File: config.mk
export PLATFORM = sky130hd
export DESIGN_NAME = mem_access_flat
export DESIGN_NICKNAME = d
export VERILOG_FILES = /design/src/rtl/mem_access_pkg.sv /design/src/rtl/mem_access_if.sv /design/src/rtl/mem_access_align.sv /design/src/rtl/mem_access.sv /design/src/flat_wrapper.sv
export SDC_FILE = /design/constraint.sdc
export NUM_CORES = 1
export LEC_CHECK = 0
export ABC_AREA = 1
export CAP_MARGIN = 30
export CORE_MARGIN = 10
export CORE_UTILIZATION = 50
export CTS_BUF_LIST = sky130_fd_sc_hd__clkbuf_2 sky130_fd_sc_hd__clkbuf_4 sky130_fd_sc_hd__clkbuf_8
export DETAILED_ROUTE_END_ITERATION = 16
export GPL_TIMING_DRIVEN = 0
export HOLD_SLACK_MARGIN = 0.1
export PLACE_DENSITY = 0.83
export SETUP_SLACK_MARGIN = 0.05
export SLEW_MARGIN = 20
export SYNTH_ARGS = -nofsm -noshare
export SYNTH_HDL_FRONTEND = slang
export SYNTH_SLANG_ARGS = --single-unit
File: constraint.sdc
create_clock -name clk -period 5.42 [get_ports clk]
set_clock_uncertainty 0.2 [all_clocks]
set_input_delay 1.084 -clock clk [delete_from_list [all_inputs] [get_ports clk]]
set_output_delay 1.084 -clock clk [all_outputs]
set_load 0.02 [all_outputs]
File: src/rtl/mem_access_pkg.sv
// Shared types for the memory stage: pipeline bundles, data-bus request/response,
// decoded op encoding and the access-controller state enum.
package mem_access_pkg;

    localparam int unsigned XLEN = 64;

    typedef logic [XLEN-1:0] u64;

    typedef enum logic [4:0] {
        UNKNOWN, ADD, SUB, SLL, LUI,
        LB, LBU, LH, LHU, LW, LWU, LD,
        SB, SH, SW, SD
    } decoded_op_t;

    typedef enum logic [2:0] {
        MSIZE1, MSIZE2, MSIZE4, MSIZE8
    } msize_t;

    typedef enum logic [1:0] {
        IDLE, REQ, DONE, DRAIN
    } mem_state_t;

    typedef struct packed {
        decoded_op_t op;
        logic        regwrite;
    } control_t;

    typedef struct packed {
        u64          pc;
        u64          result;
        u64          mem_addr;
        control_t    ctl;
        logic [4:0]  dst;
        logic        stall;
    } execute_data_t;

    typedef struct packed {
        u64          pc;
        u64          result;
        control_t    ctl;
        logic [4:0]  dst;
        logic        stall;
    } memory_data_t;

    typedef struct packed {
        logic        valid;
        u64          addr;
        msize_t      size;
        logic [7:0]  strobe;
        u64          data;
    } dbus_req_t;

    typedef struct packed {
        logic        addr_ok;
        logic        data_ok;
        u64          data;
    } dbus_resp_t;

    function automatic logic is_load(decoded_op_t op);
        return op inside {LB, LBU, LH, LHU, LW, LWU, LD};
    endfunction

    function automatic logic is_store(decoded_op_t op);
        return op inside {SB, SH, SW, SD};
    endfunction

    function automatic logic is_mem_op(decoded_op_t op);
        return is_load(op) || is_store(op);
    endfunction

endpackage

File: src/rtl/mem_access_if.sv
// Data-bus port bundle: request driven by the memory stage, response by the bus.
interface mem_access_if;
    import mem_access_pkg::*;

    dbus_req_t  dreq;
    dbus_resp_t dresp;

    modport master (output dreq, input dresp);
    modport slave  (input dreq, output dresp);
endinterface

File: src/rtl/mem_access_align.sv
// Byte-lane shaping: store size/strobe/data placement and load extraction/extension.
module mem_align
    import mem_access_pkg::*;
(
    input  decoded_op_t i_op,
    input  logic [2:0]  i_off,
    input  u64          i_store_data,
    input  u64          i_load_raw,
    output msize_t      o_size,
    output logic [7:0]  o_strobe,
    output u64          o_store_data,
    output u64          o_load_data
);
    logic [5:0] w_shamt;
    logic [7:0] w_mask;
    u64         w_raw;

    assign w_shamt = {i_off, 3'b000};

    always_comb begin
        o_size = MSIZE8;
        w_mask = 8'hff;
        case (i_op)
            LB, LBU, SB: begin o_size = MSIZE1; w_mask = 8'h01; end
            LH, LHU, SH: begin o_size = MSIZE2; w_mask = 8'h03; end
            LW, LWU, SW: begin o_size = MSIZE4; w_mask = 8'h0f; end
            default:     begin o_size = MSIZE8; w_mask = 8'hff; end
        endcase

        o_strobe     = is_store(i_op) ? (w_mask << i_off) : '0;
        o_store_data = is_store(i_op) ? (i_store_data << w_shamt) : '0;

        w_raw = i_load_raw >> w_shamt;
        case (i_op)
            LB:      o_load_data = {{56{w_raw[7]}},  w_raw[7:0]};
            LBU:     o_load_data = {56'b0,           w_raw[7:0]};
            LH:      o_load_data = {{48{w_raw[15]}}, w_raw[15:0]};
            LHU:     o_load_data = {48'b0,           w_raw[15:0]};
            LW:      o_load_data = {{32{w_raw[31]}}, w_raw[31:0]};
            LWU:     o_load_data = {32'b0,           w_raw[31:0]};
            default: o_load_data = w_raw;
        endcase
    end
endmodule

File: src/rtl/mem_access.sv
// Memory-stage access controller: issues loads/stores on the data bus, stalls the
// pipeline while a transaction is outstanding and produces the MEM/WB bundle.
module mem_access
    import mem_access_pkg::*;
(
    input  logic          clk,
    input  logic          reset,
    input  execute_data_t dataE,
    input  logic          flush,
    input  logic          stall_other,
    mem_access_if.master  dbus,
    output memory_data_t  dataM,
    output logic          stallM
);
    mem_state_t    r_state, w_next;
    execute_data_t r_held;
    memory_data_t  r_done;

    execute_data_t w_cur;
    memory_data_t  w_cap;
    dbus_req_t     w_req;
    logic          w_is_mem, w_issue, w_capture;
    msize_t        w_size;
    logic [7:0]    w_strobe;
    u64            w_sdata, w_ldata;

    // Once the request is out, the bus is fed from the held copy so a flushed or
    // replaced EX/MEM register cannot disturb an outstanding transaction.
    assign w_cur     = (r_state == IDLE) ? dataE : r_held;
    assign w_is_mem  = is_mem_op(w_cur.ctl.op) && !w_cur.stall;
    assign w_issue   = (r_state == IDLE) && w_is_mem && !flush;
    assign w_capture = dbus.dresp.data_ok && (w_issue || (r_state == REQ));

    mem_align u_align (
        .i_op         (w_cur.ctl.op),
        .i_off        (w_cur.mem_addr[2:0]),
        .i_store_data (w_cur.result),
        .i_load_raw   (dbus.dresp.data),
        .o_size       (w_size),
        .o_strobe     (w_strobe),
        .o_store_data (w_sdata),
        .o_load_data  (w_ldata)
    );

    always_comb begin
        w_req = '{valid: 1'b1, addr: w_cur.mem_addr, size: w_size,
                  strobe: w_strobe, data: w_sdata};
        w_cap = '{pc: w_cur.pc,
                  result: is_load(w_cur.ctl.op) ? w_ldata : '0,
                  ctl: w_cur.ctl, dst: w_cur.dst, stall: 1'b0};
    end

    always_ff @(posedge clk) begin
        if (reset) begin
            r_state <= IDLE;
            r_held  <= '0;
            r_done  <= '0;
        end else begin
            r_state <= w_next;
            if (r_state == IDLE)
                r_held <= dataE;
            if (w_capture)
                r_done <= w_cap;
        end
    end

    always_comb begin
        w_next    = r_state;
        stallM    = 1'b0;
        dbus.dreq = '0;
        dataM     = '{pc: dataE.pc, result: dataE.result, ctl: dataE.ctl,
                      dst: dataE.dst, stall: dataE.stall};
        case (r_state)
            IDLE: begin
                if (w_is_mem) begin
                    dataM.stall        = 1'b1;
                    dataM.ctl.regwrite = 1'b0;
                end
                if (w_issue) begin
                    dbus.dreq = w_req;
                    stallM    = 1'b1;
                    w_next    = dbus.dresp.data_ok ? DONE : REQ;
                end
            end
            REQ: begin
                dbus.dreq          = w_req;
                stallM             = 1'b1;
                dataM.stall        = 1'b1;
                dataM.ctl.regwrite = 1'b0;
                if (dbus.dresp.data_ok)
                    w_next = flush ? IDLE : DONE;
                else if (flush)
                    w_next = DRAIN;
            end
            DONE: begin
                dataM = r_done;
                if (flush || !stall_other)
                    w_next = IDLE;
            end
            DRAIN: begin
                dbus.dreq          = w_req;
                stallM             = 1'b1;
                dataM.stall        = 1'b1;
                dataM.ctl.regwrite = 1'b0;
                if (dbus.dresp.data_ok)
                    w_next = IDLE;
            end
            default: w_next = IDLE;
        endcase

        if (flush) begin
            dataM.stall        = 1'b1;
            dataM.ctl.regwrite = 1'b0;
        end
        if (reset) begin
            dbus.dreq   = '0;
            stallM      = 1'b0;
            dataM       = '0;
            dataM.stall = 1'b1;
            w_next      = IDLE;
        end
    end
endmodule
File: src/flat_wrapper.sv
// flat-port wrapper written by rule: the top's interface ports become plain ports
module mem_access_flat import mem_access_pkg::*;
  (clk, reset, dataE, flush, stall_other, dataM, stallM, dbus_dreq, dbus_dresp);
  mem_access_if dbus_i ();
  input  logic clk;
  input  logic reset;
  input  execute_data_t dataE;
  input  logic flush;
  input  logic stall_other;
  output memory_data_t dataM;
  output logic stallM;
  output wire logic [$bits(dbus_i.dreq)-1:0] dbus_dreq;
  input wire logic [$bits(dbus_i.dresp)-1:0] dbus_dresp;
  assign dbus_dreq = dbus_i.dreq;
  assign dbus_i.dresp = dbus_dresp;
  mem_access u_core (.clk(clk), .reset(reset), .dataE(dataE), .flush(flush), .stall_other(stall_other), .dbus(dbus_i), .dataM(dataM), .stallM(stallM));
endmodule
# Word level (Yosys, flattened, before mapping)
# Memories as Yosys holds them, arrays and structs flattened.
# Cells that the tools add are included.
# classes
eq_ne	18
shifts	3
muxes	29
reduce_logical	15
# ops
operator	n
$mux 140	3
$pmux 64 s6	1
$pmux 140 s2	1
$mux 204	1
$mux 133	1
$mux 64	2
$shl 64x6->64	1
$shr 64x6->64	1
$eq 5x4->1 const B	8
$eq 5x3->1 const B	3
$mux 2	7
$mux 11	1
$mux 8	1
$pmux 2 s4	1
$shl 8x3->8	1
$reduce_bool 7->1	1
$mux 1	6
$pmux 1 s3	2
$mux 5	1
$eq 2x2->1 const B	2
$logic_and 1x1->1	4
$ne 2x1->1 const B	2
$reduce_and 4->1	1
$reduce_bool 4->1	1
8 further kinds	12
# totals
regBits	345
mem_bits_ro	144
inputBits	274
out_inout_bits	281
wordCells	79
mem_count	1
# mem_list
name	depth	word_bits	read_ports	rd_clocked_by_memory_dff	wr	line	text
(name not given)	16	9	1	0	0	mem_access_align.sv:23	case (i_op)

# Logic depth before layout (Yosys ltp)
# logic_depth
depth_word	11
depth_mapped	23
mapped_depth_nobuf	20

# Modules after synthesis
# A second synthesis with hierarchy kept.
# unflattened
cells_unflattened	3444
area_unflattened_um2	20641.0
# by_module_without_submodules
mod	n_inst	cells_per_inst	area_each_um2
mem_access	1	2438	16071.7
mem_align	1	1006	4569.4

# Least setup slack after synthesis
# Ideal clock, no wire load.
# synth_path
path_type	input-to-output
startpoint	input port dataE[7] (netlist bit)
endpoint	output port dbus_dreq[100]
t_arrival_ns	3.259
required_ns	4.136
setup_slack_ns	0.877
stages	13
n_path_buf	2
cell_sequence	or2_2 o21ai_0 ha_1 inv_1 nand3_1 nand3_1 nor2_1 nor2_2 nand4_2 nand3_2 buf_2 buf_2 a211oi_1
# synth_between
elab_chain_len	10
elab_cells_between_ends	21
classes_between	eq/ne (11); mux (4); reduce/logical (6)
# synth_rtl
item	line	text
from (decl)	flat_wrapper.sv:7	input execute_data_t dataE;
$mux 204 (*)	mem_access.sv:29	assign w_cur = (r_state == IDLE) ? dataE : r_held;
$eq 5x3->1 (tied with other cells)	mem_access_pkg.sv:60	return op inside {LB, LBU, LH, LHU, LW, LWU, LD};
$reduce_bool 7->1 or $reduce_bool 4->1 (tied branches)	mem_access_pkg.sv:60, mem_access_pkg.sv:64	
$logic_or 1x1->1 (*)	mem_access_pkg.sv:68	return is_load(op) || is_store(op);
$logic_and 1x1->1 (*)	mem_access.sv:30	assign w_is_mem = is_mem_op(w_cur.ctl.op) && !w_cur.stall;
$logic_and 1x1->1 (*) (2 in series)	mem_access.sv:31	assign w_issue = (r_state == IDLE) && w_is_mem && !flush;
$mux 140 (*)	mem_access.sv:79	if (w_issue) begin
$pmux 140 s2 (*)	mem_access.sv:73	case (r_state)
$mux 140 (*)	mem_access.sv:115	if (reset) begin
to (decl)	flat_wrapper.sv:12	output wire logic [$bits(dbus_i.dreq)-1:0] dbus_dreq;
# Mark *: on every way between the ends. The rest lies on a longest branch, timed or not.

# Worst setup path in the final report
# layout_path
startpoint	input port dataE[13] (netlist bit)
endpoint	output port dbus_dreq[53]
# layout_between
elab_chain_len	6
# layout_rtl
item	line	text
$mux 204 (*)	mem_access.sv:29	
$shl 64x6->64 (*)	mem_access_align.sv:31	o_store_data = is_store(i_op) ? (i_store_data << w_shamt) : '0;
$mux 64 (*)	mem_access_align.sv:31	
$mux 140	mem_access.sv:79	
$pmux 140 s2 (*)	mem_access.sv:73	
$mux 140 (*)	mem_access.sv:115	
# Marks and branches as above.

==> flow_summary.toml <==
[finish]
fin_util_pct = 71.53
area_growth_pct = 41.07
nets = 4056
nFillCells = 3179
drive_gt1_share_pct = 10.20
final_cell_count_no_fill = 4347
finish.instance_area_sq_um = 27710

[clock_network]
cts_sinks = 345
htree_num_levels = 2
clk_latency_ps = 660
clk_pin_slew_ps = 60
cts_buffer_depth = 3
cts_made_buffers = 55
cts_tree = "built"
postCtsHoldBufs = 0
cts-root-buf = "clkbuf_8"

[setup_path]
crit_arrival_ps = 4140
critPathMaxFanout = 10
crit_type = "in2out"
start_kind = "primary input"
crit_required_ps = 4140
end_kind = "output port"

[timing]
fin_crit_sh_pct = 100.2
hold_ws_ps = 273.6
fin_crit_ps = 5428
fin_ws_ps = -8.265
setup_violations = 2
tightest_slew_ps = 1093
tns_ps = -12.38
final-max-slew-violation-count = 0
finalHoldViolCount = 0
max_freq_ghz = 0.1842
max-slew-margin-rel_pct = 27.11
rsz0062_at_grt = "true"

[drt]
drt_first_pass_iters = 7
drc = 0
drtAntennaViolNets = 0
first_iter_violations = 3597
wl_mm = 105.5
wl_per_cell_microns = 24.28
viasPerCell = 5.838
via_count = 25379

[power_and_ir_drop]
total_power_mw = 8.502
seqPwrFrac_pct = 33.6
clockPowerShare_pct = 30.7
peakVddDrop_mv = 0.2580
power_density_nw_per_um2 = 306.8
p_int_mw = 5.258
p_comb_share_pct = 35.7
switchingPower_mw = 3.244
switching_share_pct = 38.16
leakagePower_nw = 13.18

[placement]
placed_area_sq_um = 25820
io_buffers = 551
dpl.hpwl_mm = 80.84
placedCellCount = 4221
finalWeightedCongestion = 1.080
pre_cts_ws_ps = -1058

[yosys]
yosysSeqAreaShare_pct = 35.16
synth_edf_count = 0
synth_top_area_cell = "dfxtp_1"
ys.flop_type = "dfxtp_1"
syn_avg_cell_area_sq_um = 6.234
yosysMostFrequentCell = "nand2_1"
yosysWarnings = 0
synthTopCellsByCount = "694 x nand2_1, 638 x nor2_1, 390 x o21ai_0"
netlist_area_sq_um = 19640
synth-seq-cells = 345
async_flop_share_pct = 0
yosysUniqueCellTypes = 41
synth_top_area_share_pct = 35.16
syn_nets = 3429
syn_inst = 3151
synthTopCellsByArea = "dfxtp_1 35%, nand2_1 13%, nor2_1 12%"

[die]
chipHeight_microns = 218.2
chipWidth_microns = 218.2
core-area_sq_um = 38740
start_util_pct = 50.71
die_area_sq_um = 47610
io_pins = 555
placementRows = 72

[global_routing]
antenna_found_initial = 6
grt_pass1_vias = 23789
grt_start_max_net_pins = 15
grt_pass1_wl_mm = 149.9
grt_remaining_overflow = 0
grt_util_all_layers_pct = 41.37

[status]
status = "finished, violations left"
violations = "negative setup slack"

[run]
drv_cap = 0

[hold_path]
hold_path.class = "reg2reg"
-- critical path, stage by stage --
cell,delay [ps]
clkdlybuf4s50_1,390
inv_1,60
nand2_1,50
o21ai_0,270
buf_4,310
inv_2,50
buf_4,180
buf_2,230
clkbuf_2,320
o22ai_1,410
nand2_1,130
a21oi_2,260
dlygate4sd2_1,370
-- final cells by class --
class	count	area [sq um]	share of cell area, %
flip-flops and latches	345	6914	24.95
repair inverters	1	7.507	0.02709
clock inverters	13	148.9	0.5373
plain buffers	245	1280	4.619
repair buffers	572	5499	19.85
clock buffers	90	1145	4.132
inverters	268	1023	3.694
well taps	518	648.1	2.339
diodes	5	12.51	0.04515
multi-input cells	2290	11030	39.81
-- registers in the layout, indices dropped and copies added (netlist names) --
register / count
u_core.r_held: 204
u_core.r_state: 2
u_core.r_done: 139
-- final timing paths --
path / startpoint / end / slack (ps) / cells past startpoint
worst max-delay path: dataE[13] / dbus_dreq[53] / -8 / 13
worst min register to register: u_core.r_held[123] / u_core.r_held[123] / 270 / 2
worst min-delay path: u_core.r_held[123] / u_core.r_held[123] / 270 / 2
worst max register to register: u_core.r_state[1] / u_core.r_done[27] / 1000 / 21
-- cell families (layout without fill, tap and decap cells) --
group	Yosys count	count (layout)	synth area share [%]
simple gates	1463	1463	29.17
compound gates	744	744	20.59
buf+inv	516	1189	10.82
flops	345	345	35.16
mux	78	78	3.975
fa+ha+maj	4	4	0.2548
other cells	1	6	0.01909
-- placed cells by master (no fill, tap or decap), types with 14 or more instances in the layout --
master,Yosys,layout
mux2i_1,78,77
buf_4,18,54
clkdlybuf4s15_2,0,16
clkdlybuf4s50_1,0,410
o211ai_1,18,18
o21ai_0,390,384
clkbuf_4,0,26
a21oi_1,212,201
dfxtp_1,345,343
nand3_1,78,75
clkbuf_1,140,125
clkbuf_2,1,19
nor2_1,638,618
or2_2,16,16
inv_1,260,258
nor2_4,1,14
nand2_1,694,688
a211oi_1,64,54
buf_2,72,59
clkbuf_8,0,77
o22ai_1,27,21
dlygate4sd2_1,0,90
-- power by group through the flow --
stage / Clock (mW) / Combinational, mW / Sequential [mW]
5_1_grt: 2.70 / 3.20 / 2.87
4_1_cts: 2.58 / 2.83 / 2.85
3_3_place_gp: 0 / 2.75 / 2.89
3_5_place_dp: 0 / 2.76 / 2.90
2_1_floorplan: 0 / 1.62 / 2.88
6_report: 2.61 / 3.04 / 2.85
-- metal layers --
metal	track usage, %	vias up	part of all wire (%)
li1	-	11381	-
met3	14.31	385	14
met5	0	-	0.061
met2	63.32	1959	43
met4	25.09	10	6.7
met1	49.24	11644	36
-- what timing repair did --
| action | in CTS | in global routing |
|---|---|---|
| pin swaps | 4 | 7 |
| gates cloned | 1 | 1 |
| setup buffers | 5 | 14 |
| setup endpoints to repair | 253 | 140 |
| gates resized for setup | 363 | 97 |
(Power assumes the default switching activity.)
